`config.mk`:
```
export PLATFORM = sky130hd
export DESIGN_NAME = apb_req_arbiter
export DESIGN_NICKNAME = d
export VERILOG_FILES = /design/src/rtl/apb_req_arbiter.sv
export SDC_FILE = /design/constraint.sdc
export NUM_CORES = 1
export LEC_CHECK = 0
export CAP_MARGIN = 0
export CORE_ASPECT_RATIO = 1.25
export CORE_UTILIZATION = 42
export CTS_BUF_LIST = sky130_fd_sc_hd__clkbuf_16
export CTS_CLUSTER_DIAMETER = 50
export DETAILED_ROUTE_END_ITERATION = 6
export PLACE_DENSITY = 0.81
export SETUP_SLACK_MARGIN = 0.15
export SLEW_MARGIN = 25
export SYNTH_ARGS = -nofsm -noshare
export SYNTH_HDL_FRONTEND = slang
export SYNTH_SLANG_ARGS = --single-unit
export TNS_END_PERCENT = 1
```
`constraint.sdc`:
```
create_clock -name i_PCLK -period 4.4 [get_ports i_PCLK]
set_clock_uncertainty 0.15 [all_clocks]
set_input_delay 0.66 -clock i_PCLK [delete_from_list [all_inputs] [get_ports i_PCLK]]
set_output_delay 0.66 -clock i_PCLK [all_outputs]
set_load 0.02 [all_outputs]
```
`src/rtl/apb_req_arbiter.sv`:
```
// Round-robin arbiter sharing one APB master among NREQ requesters.
// Each transfer has a watchdog that answers with an error if the slave never completes it.
//   state  | meaning
//   IDLE   | o_REQ_READY pulses for the round-robin winner; its payload is latched
//   ISSUE  | o_TRANSACTION high for one cycle; watchdog cleared
//   WAIT   | wait for PSEL&PENABLE&PREADY or watchdog expiry
//   RESP   | o_RSP_VALID pulse to the winner; rotation pointer advanced
module apb_req_arbiter #(
    parameter int NREQ    = 4,
    parameter int WDATA   = 8,
    parameter int WADDR   = 8,
    parameter int TIMEOUT = 16,
    localparam int GW     = (NREQ > 1) ? $clog2(NREQ) : 1
) (
    input  logic                   i_PCLK,
    input  logic                   i_PRESET,
    input  logic [NREQ-1:0]        i_REQ_VALID,
    input  logic [NREQ*WADDR-1:0]  i_REQ_ADDR,
    input  logic [NREQ-1:0]        i_REQ_RW,
    input  logic [NREQ*WDATA-1:0]  i_REQ_WDATA,
    output logic [NREQ-1:0]        o_REQ_READY,
    output logic [NREQ-1:0]        o_RSP_VALID,
    output logic [WDATA-1:0]       o_RSP_RDATA,
    output logic                   o_RSP_ERR,
    output logic                   o_RSP_TIMEOUT,
    output logic                   o_TRANSACTION,
    output logic [WADDR-1:0]       o_SLV_ADDR,
    output logic                   o_RW,
    output logic [WDATA-1:0]       o_SLV_WDATA,
    input  logic                   i_PSELx,
    input  logic                   i_PENABLE,
    input  logic                   i_PREADY,
    input  logic [WDATA-1:0]       i_PRDATA,
    input  logic                   i_PSLVERR,
    output logic                   o_BUSY,
    output logic [GW-1:0]          o_GRANT_ID
);

    localparam int WW = $clog2(TIMEOUT) + 1;

    typedef enum logic [1:0] {
        S_IDLE,
        S_ISSUE,
        S_WAIT,
        S_RESP
    } state_t;

    state_t          state;
    logic [GW-1:0]   last;
    logic [WW-1:0]   wdog;
    logic [WW-1:0]   wdog_inc;
    logic [GW-1:0]   winner;
    logic [GW-1:0]   scan_idx;
    logic            any_valid;
    logic            complete;

    assign wdog_inc = wdog + 1'b1;
    assign complete = i_PSELx & i_PENABLE & i_PREADY;
    assign o_BUSY   = (state != S_IDLE);

    // Scan from farthest to nearest so the requester closest after 'last' wins.
    always_comb begin
        winner    = last;
        any_valid = 1'b0;
        scan_idx  = '0;
        for (int i = NREQ; i >= 1; i--) begin
            scan_idx = GW'((int'(last) + i) % NREQ);
            if (i_REQ_VALID[scan_idx]) begin
                winner    = scan_idx;
                any_valid = 1'b1;
            end
        end
    end

    // Ready is a same-cycle acknowledge so the payload is latched at the very edge it is granted.
    always_comb begin
        o_REQ_READY = '0;
        if (state == S_IDLE && any_valid && !i_PRESET)
            o_REQ_READY[winner] = 1'b1;
    end

    always_ff @(posedge i_PCLK) begin
        if (i_PRESET) begin
            state         <= S_IDLE;
            last          <= GW'(NREQ - 1);
            wdog          <= '0;
            o_TRANSACTION <= 1'b0;
            o_SLV_ADDR    <= '0;
            o_RW          <= 1'b0;
            o_SLV_WDATA   <= '0;
            o_RSP_VALID   <= '0;
            o_RSP_RDATA   <= '0;
            o_RSP_ERR     <= 1'b0;
            o_RSP_TIMEOUT <= 1'b0;
            o_GRANT_ID    <= '0;
        end else begin
            o_TRANSACTION <= 1'b0;
            o_RSP_VALID   <= '0;
            case (state)
                S_IDLE: begin
                    if (any_valid) begin
                        o_SLV_ADDR    <= i_REQ_ADDR[int'(winner)*WADDR +: WADDR];
                        o_RW          <= i_REQ_RW[winner];
                        o_SLV_WDATA   <= i_REQ_WDATA[int'(winner)*WDATA +: WDATA];
                        o_GRANT_ID    <= winner;
                        o_TRANSACTION <= 1'b1;
                        state         <= S_ISSUE;
                    end
                end
                S_ISSUE: begin
                    wdog  <= '0;
                    state <= S_WAIT;
                end
                S_WAIT: begin
                    if (complete) begin
                        o_RSP_RDATA             <= o_RW ? '0 : i_PRDATA;
                        o_RSP_ERR               <= i_PSLVERR;
                        o_RSP_TIMEOUT           <= 1'b0;
                        o_RSP_VALID[o_GRANT_ID] <= 1'b1;
                        state                   <= S_RESP;
                    end else if (wdog_inc == WW'(TIMEOUT - 1)) begin
                        o_RSP_RDATA             <= '0;
                        o_RSP_ERR               <= 1'b1;
                        o_RSP_TIMEOUT           <= 1'b1;
                        o_RSP_VALID[o_GRANT_ID] <= 1'b1;
                        state                   <= S_RESP;
                    end else begin
                        wdog <= wdog_inc;
                    end
                end
                S_RESP: begin
                    last  <= o_GRANT_ID;
                    state <= S_IDLE;
                end
                default: state <= S_IDLE;
            endcase
        end
    end

endmodule
```
==> Word level (Yosys, flattened, before mapping) <==
Cells that the tools add are included.
{ "word_totals": {"rom_bits": 0, "output_inout_bits": 39, "memories": 0, "wordCells": 93, "latch_bits": 0, "ff_bits": 43, "mem_bits_rw": 0, "input_bits": 86} }
{ "classes": {"reduce_logical": 15, "order_cmp": 8, "shift": 2, "div_mod_pow": 0, "add_sub_neg": 5, "n_mux": 39, "n_eq_ne": 8, "bitwise_logic": 4, "multipliers": 0} }
{ "ops": {"columns": ["cell", "count"], "rows": [
  ["$shiftx A32 B6 Y8", 2],
  ["$mux W8", 3],
  ["$lt A2 B3 Y1 const B", 6],
  ["$mux W1", 15],
  ["$mux W2", 7],
  ["$mux W4", 3],
  ["$bmux W1 S2", 5],
  ["$mux W5", 2],
  ["$pmux W5 S2", 1],
  ["$pmux W2 S4", 1],
  ["$ne A2 B2 Y1 const B", 3],
  ["$reduce_and A2 Y1", 3],
  ["$reduce_bool A2 Y1", 3],
  ["$add A5 B1 Y5 const B", 1],
  ["$eq A5 B4 Y1 const B", 1],
  ["$add A2 B1 Y2 const B", 2],
  ["$add A2 B2 Y2 const B", 2],
  ["$demux W1 S2", 2],
  ["$eq A2 B2 Y1 const B", 2],
  ["$ge A2 B1 Y1 const B", 2],
  ["$logic_and A1 B1 Y1", 4],
  ["$reduce_or A2 Y1", 2],
  ["$ne A3 B3 Y1 const B", 1],
  ["$reduce_and A3 Y1", 1],
  ["5 further kinds", 7]
]} }

==> Logic depth before layout (Yosys ltp) <==
{ "logic_depth": {"depth_word": 12, "depth_mapped": 8, "depth_no_buf": 7} }

==> Worst setup path after synthesis <==
No wires, ideal clock.
{ "synth_timing": {"kind": "input -> output", "from": "input i_REQ_VALID[3]", "to": "output o_REQ_READY[0]", "cell_stages": 6, "path_slack_ns": 1.751, "arrival_ns": 1.839, "path_cell_list": "buf_6 -> or2_4 -> o211ai_1 -> a32o_1 -> clkbuf_1 -> and2_1"} }
{ "synth_via": {"elab_chain_cells": 11} }
{ "synth_lines": {"columns": ["element", "line", "source"], "rows": [
  ["start: declaration", "17", "input logic [NREQ-1:0] i_REQ_VALID,"],
  ["$bmux W1 S2", "68", "if (i_REQ_VALID[scan_idx]) begin"],
  ["$mux W1 (implied by the code)", "68", null],
  ["$mux W2 (4 in a row)", "68", null],
  ["$lt A2 B3 Y1 (implied by the code) or $ge A2 B1 Y1 (tied branches)", "79", "o_REQ_READY[winner] = 1'b1;"],
  ["$logic_and A1 B1 Y1 (implied by the code)", "79", null],
  ["$mux W1 (implied by the code)", "79", null],
  ["$demux W1 S2", "79", null],
  ["$mux W4 (*)", "78", "if (state == S_IDLE && any_valid && !i_PRESET)"],
  ["end: declaration", "21", "output logic [NREQ-1:0] o_REQ_READY,"]
]} }
Mark *: on every way between the ends. The rest lies on a longest branch, timed or not. The select of a mux whose other input is x is not followed.

==> Worst setup path after layout <==
{ "layout_timing": {"from": "input i_REQ_VALID[1]", "to": "output o_REQ_READY[2]"} }
The elaborated chain is that of the path after synthesis.

==> qor.yml <==
outcome:
  status: "complete, no violations"
clocking:
  cts_hold_buf: 0
  cts_tree: "done"
  h-tree-depth: 2
  cts.path.max_buffers: 2
  postCtsSetupBuffers: 0
  path_clk_slew_ns: 0.06
  cts_buffers: 5
  root_buffer: "clkbuf_16"
  clock_latency_ns: 0.28
  cts_repair_resize_count: 0
  cts.sinks: 43
logic_synthesis:
  synth_ff_type: "dfxtp_1"
  synth-compound-area-share: 0.288
  synth-adder-area-share: 0.0374
  syn-cell-area_um2: 2340
  synthSimpleGateAreaFrac: 0.169
  netlist_instances: 247
  synth_xor_area_frac: 0
  yosysTopAreaCell: "dfxtp_1"
  async_reset_ff_frac: 0
  syn_nets: 340
  yosys-top-cells-area: "dfxtp_1 (37%), mux2i_1 (7.7%), a22oi_1 (5.5%), o221ai_1 (5.2%), nand2_1 (4.3%)"
  syn_area_per_cell_um2: 9.48
  synth-edff-count: 0
  synth_cell_types: 56
  ys_ff_latch: 43
  yosys_warnings: 0
  synth_top_family_by_area: "compound AO/OA/AOI/OAI gates"
  muxShareOfSynthArea: 0.0770
  yosysSeqAreaShare: 0.368
  synth_top_area_frac: 0.368
routing:
  drt_iter0_markers: 140
  via_count: 2379
  dr.pass1.iters: 5
  wl_per_cell_um: 16.3
  drtAntennaViolNets: 0
  routed_wl_mm: 7.03
  post_drt_via_cell_ratio: 5.52
  drc: 0
global_routing:
  grt_usage: 0.248
  grt-ovfl-total: 0
  grt_pass1_wl_mm: 10.8
  grt_max_degree: 19
  use_met2: 0.437
  use_met3: 0.0605
  antenna_found_initial: 0
  met1_usage: 0.274
  grt-busiest-layer: "met2"
  grt_pass1_vias: 2294
power:
  leakagePower_nw: 1.47
  pwr-share-comb: 0.464
  p_seq_frac: 0.326
  totalPowerFinal_mw: 1.66
  vdd_ir_drop_max_mv: 0.315
  p_clk_frac: 0.210
  power.switching_mw: 0.615
  switching_share: 0.370
  p_int_mw: 1.05
  powerDensity_nw_per_um2: 448
sta:
  fin_crit_sh: 0.896
  whs_ns: 0.314
  hold_violations: 0
  fin_crit_ns: 3.94
  setup_slack_ns: 0.457
  final.setup.tns_ns: 0
  rsz0062_at_grt: "false"
  finalSetupViolations: 0
  timing.fmax_mhz: 254
  worst_pin_slew_ns: 0.936
  slew_viol_final: 0
  slew_headroom: 0.369
critical_path:
  critPathKind: "in -> out"
  r2r_start: "wdog[0]"
  crit_path_cell_trace: "clkdlybuf4s50_1, o41ai_2, and2_1, clkdlybuf4s50_1"
  crit_arrival_ns: 3.13
  startpoint_type: "input pin"
  worst_r2r_path_depth: 7
  critPathCaptureType: "primary output"
  rrSetupSlack_ns: 1.98
  cp_max_fo: 14
  required_ns: 3.59
  crit_path_max_incr_delay_ns: 0.94
  crit_slowest_cell: "o41ai_2"
  rr_endpoint: "wdog[2]"
  cpMostUsedCell: "clkdlybuf4s50_1"
die:
  rows: 30
  core_um2: 5410
  ios: 125
  die_y_um: 85.5
  start_util: 0.433
  fp.dieArea_um2: 5880
  fp.dieW_um: 68.8
finish:
  syn_to_final_growth_pct: 58.5
  nets: 459
  multiInputGateArea_um2: 1340
  antenna_cells: 0
  fin_area_um2: 3710
  seq_area_um2: 861
  num-fill-cells: 431
  layout-drive-gt1-share: 0.0654
worst_hold_path:
  hp-class: "reg -> reg"
  hold_path_end: "o_SLV_WDATA[2]"
  min-delay-start: "o_SLV_WDATA[2]"
  hold-path-cell-count: 2
place:
  place_ws_ns: 0.465
  postPlaceCellArea_um2: 3570
  port_buffers: 124
  dp_hpwl_mm: 5.36
  place.gp.congestion: 0.797
run:
  maxCapViolCount: 0
## state kept, by name (all words and copies together) (netlist names), 2 cells and up
name	flops
state	2
o_RSP_RDATA	8
o_RSP_VALID	4
o_SLV_WDATA	8
o_SLV_ADDR	8
o_GRANT_ID	2
last	2
wdog	5
## synthesized netlist by cell type, types with 3 or more instances
| library cell | instances |
|---|---|
| dfxtp_1 | 43 |
| nand2_1 | 27 |
| mux2i_1 | 18 |
| a22oi_1 | 17 |
| o221ai_1 | 14 |
| a22o_1 | 8 |
| nor2_1 | 8 |
| a21oi_1 | 7 |
| buf_2 | 7 |
| ha_1 | 7 |
| inv_1 | 7 |
| nand2b_1 | 6 |
| and2_1 | 5 |
| nand3_1 | 5 |
| buf_6 | 4 |
| o211ai_1 | 4 |
| a31oi_1 | 3 |
| nor2b_1 | 3 |
| nor3_1 | 3 |
| nor3b_1 | 3 |
| o21ai_0 | 3 |
| o221ai_2 | 3 |
## through the flow
step | instances | utilization
after floorplan | 247 | -
after global placement | 423 | 0.661
after detailed placement | 423 | 0.661
after CTS | 431 | 0.687
after global routing | 431 | 0.687
final | 431 | 0.687
## area by class of cell
| type | count | area share |
|---|---|---|
| repair buffers | 127 | 0.341 |
| multi-input cells | 180 | 0.360 |
| flip-flops and latches | 43 | 0.232 |
| clock inverters | 3 | 0.00303 |
| clock buffers | 5 | 0.0337 |
| well taps | 64 | 0.0216 |
| inverters | 9 | 0.00910 |
## critical path, delay by kind of cell
family	cells	cell delay (ns)
buffers and inverters	2	1.30
AOI/OAI and AO/OA	1	0.94
and+or+nand+nor	1	0.23
## power by group through the flow
stage / clock network, mW / registers (mW) / logic, mW
after floorplan: 0 / 0.616 / 0.399
after global placement: 0 / 0.545 / 0.763
after detailed placement: 0 / 0.549 / 0.774
after CTS: 0.357 / 0.542 / 0.776
after global routing: 0.375 / 0.554 / 0.833
final: 0.349 / 0.543 / 0.772
## how the worst max path moves through the flow
stage	start	to	slack [ns]	cells past startpoint
3_5_place_dp	i_REQ_VALID[1]	o_REQ_READY[2]	0.46	4
6_report	i_REQ_VALID[1]	o_REQ_READY[2]	0.46	4
3_3_place_gp	i_REQ_VALID[0]	o_REQ_READY[2]	0.51	4
4_1_cts	i_REQ_VALID[1]	o_REQ_READY[2]	0.46	4
5_1_grt	i_REQ_VALID[0]	o_REQ_READY[2]	0.28	4
2_1_floorplan	i_REQ_VALID[3]	o_REQ_READY[0]	1.75	6
## cell usage in the layout, fill, tap and decap left out, types with 2 or more instances in the layout
| master | Yosys | layout |
|---|---|---|
| mux2i_1 | 18 | 18 |
| a31o_2 | 2 | 2 |
| o21a_1 | 2 | 2 |
| or3_1 | 2 | 2 |
| nor2b_1 | 3 | 3 |
| inv_1 | 7 | 8 |
| nor2_1 | 8 | 8 |
| o221ai_2 | 3 | 3 |
| nand2_1 | 27 | 27 |
| a31oi_1 | 3 | 3 |
| and3_1 | 2 | 2 |
| buf_4 | 1 | 3 |
| ha_1 | 7 | 7 |
| or3b_2 | 2 | 2 |
| o211ai_1 | 4 | 4 |
| clkinv_1 | 1 | 3 |
| clkbuf_16 | 0 | 5 |
| clkdlybuf4s50_1 | 0 | 124 |
| nand3_1 | 5 | 5 |
| nor3_1 | 3 | 3 |
| o21ai_0 | 3 | 3 |
| o221ai_1 | 14 | 14 |
| a22oi_1 | 17 | 17 |
| nor3b_1 | 3 | 3 |
| dfxtp_1 | 43 | 43 |
| nand2b_1 | 6 | 6 |
| a21boi_0 | 2 | 2 |
| and2_1 | 5 | 5 |
| a22o_1 | 8 | 8 |
| a211oi_1 | 2 | 2 |
| a21oi_1 | 7 | 7 |
## layer usage
| metal | vias to the layer above | part of all wire |
|---|---|---|
| met5 | - | 0 |
| met4 | 0 | 0.025 |
| met3 | 14 | 0.069 |
| met2 | 94 | 0.53 |
| met1 | 1097 | 0.37 |
| li1 | 1174 | - |
## kinds of logic after synthesis
kind of cell,Yosys count
adder cells (fa/ha/maj),7
AND/OR/NAND/NOR,75
AO/OA/AOI/OAI,80
flip-flops,43
multiplexers,18
buffers and inverters,24
(Power assumes the default switching activity.)
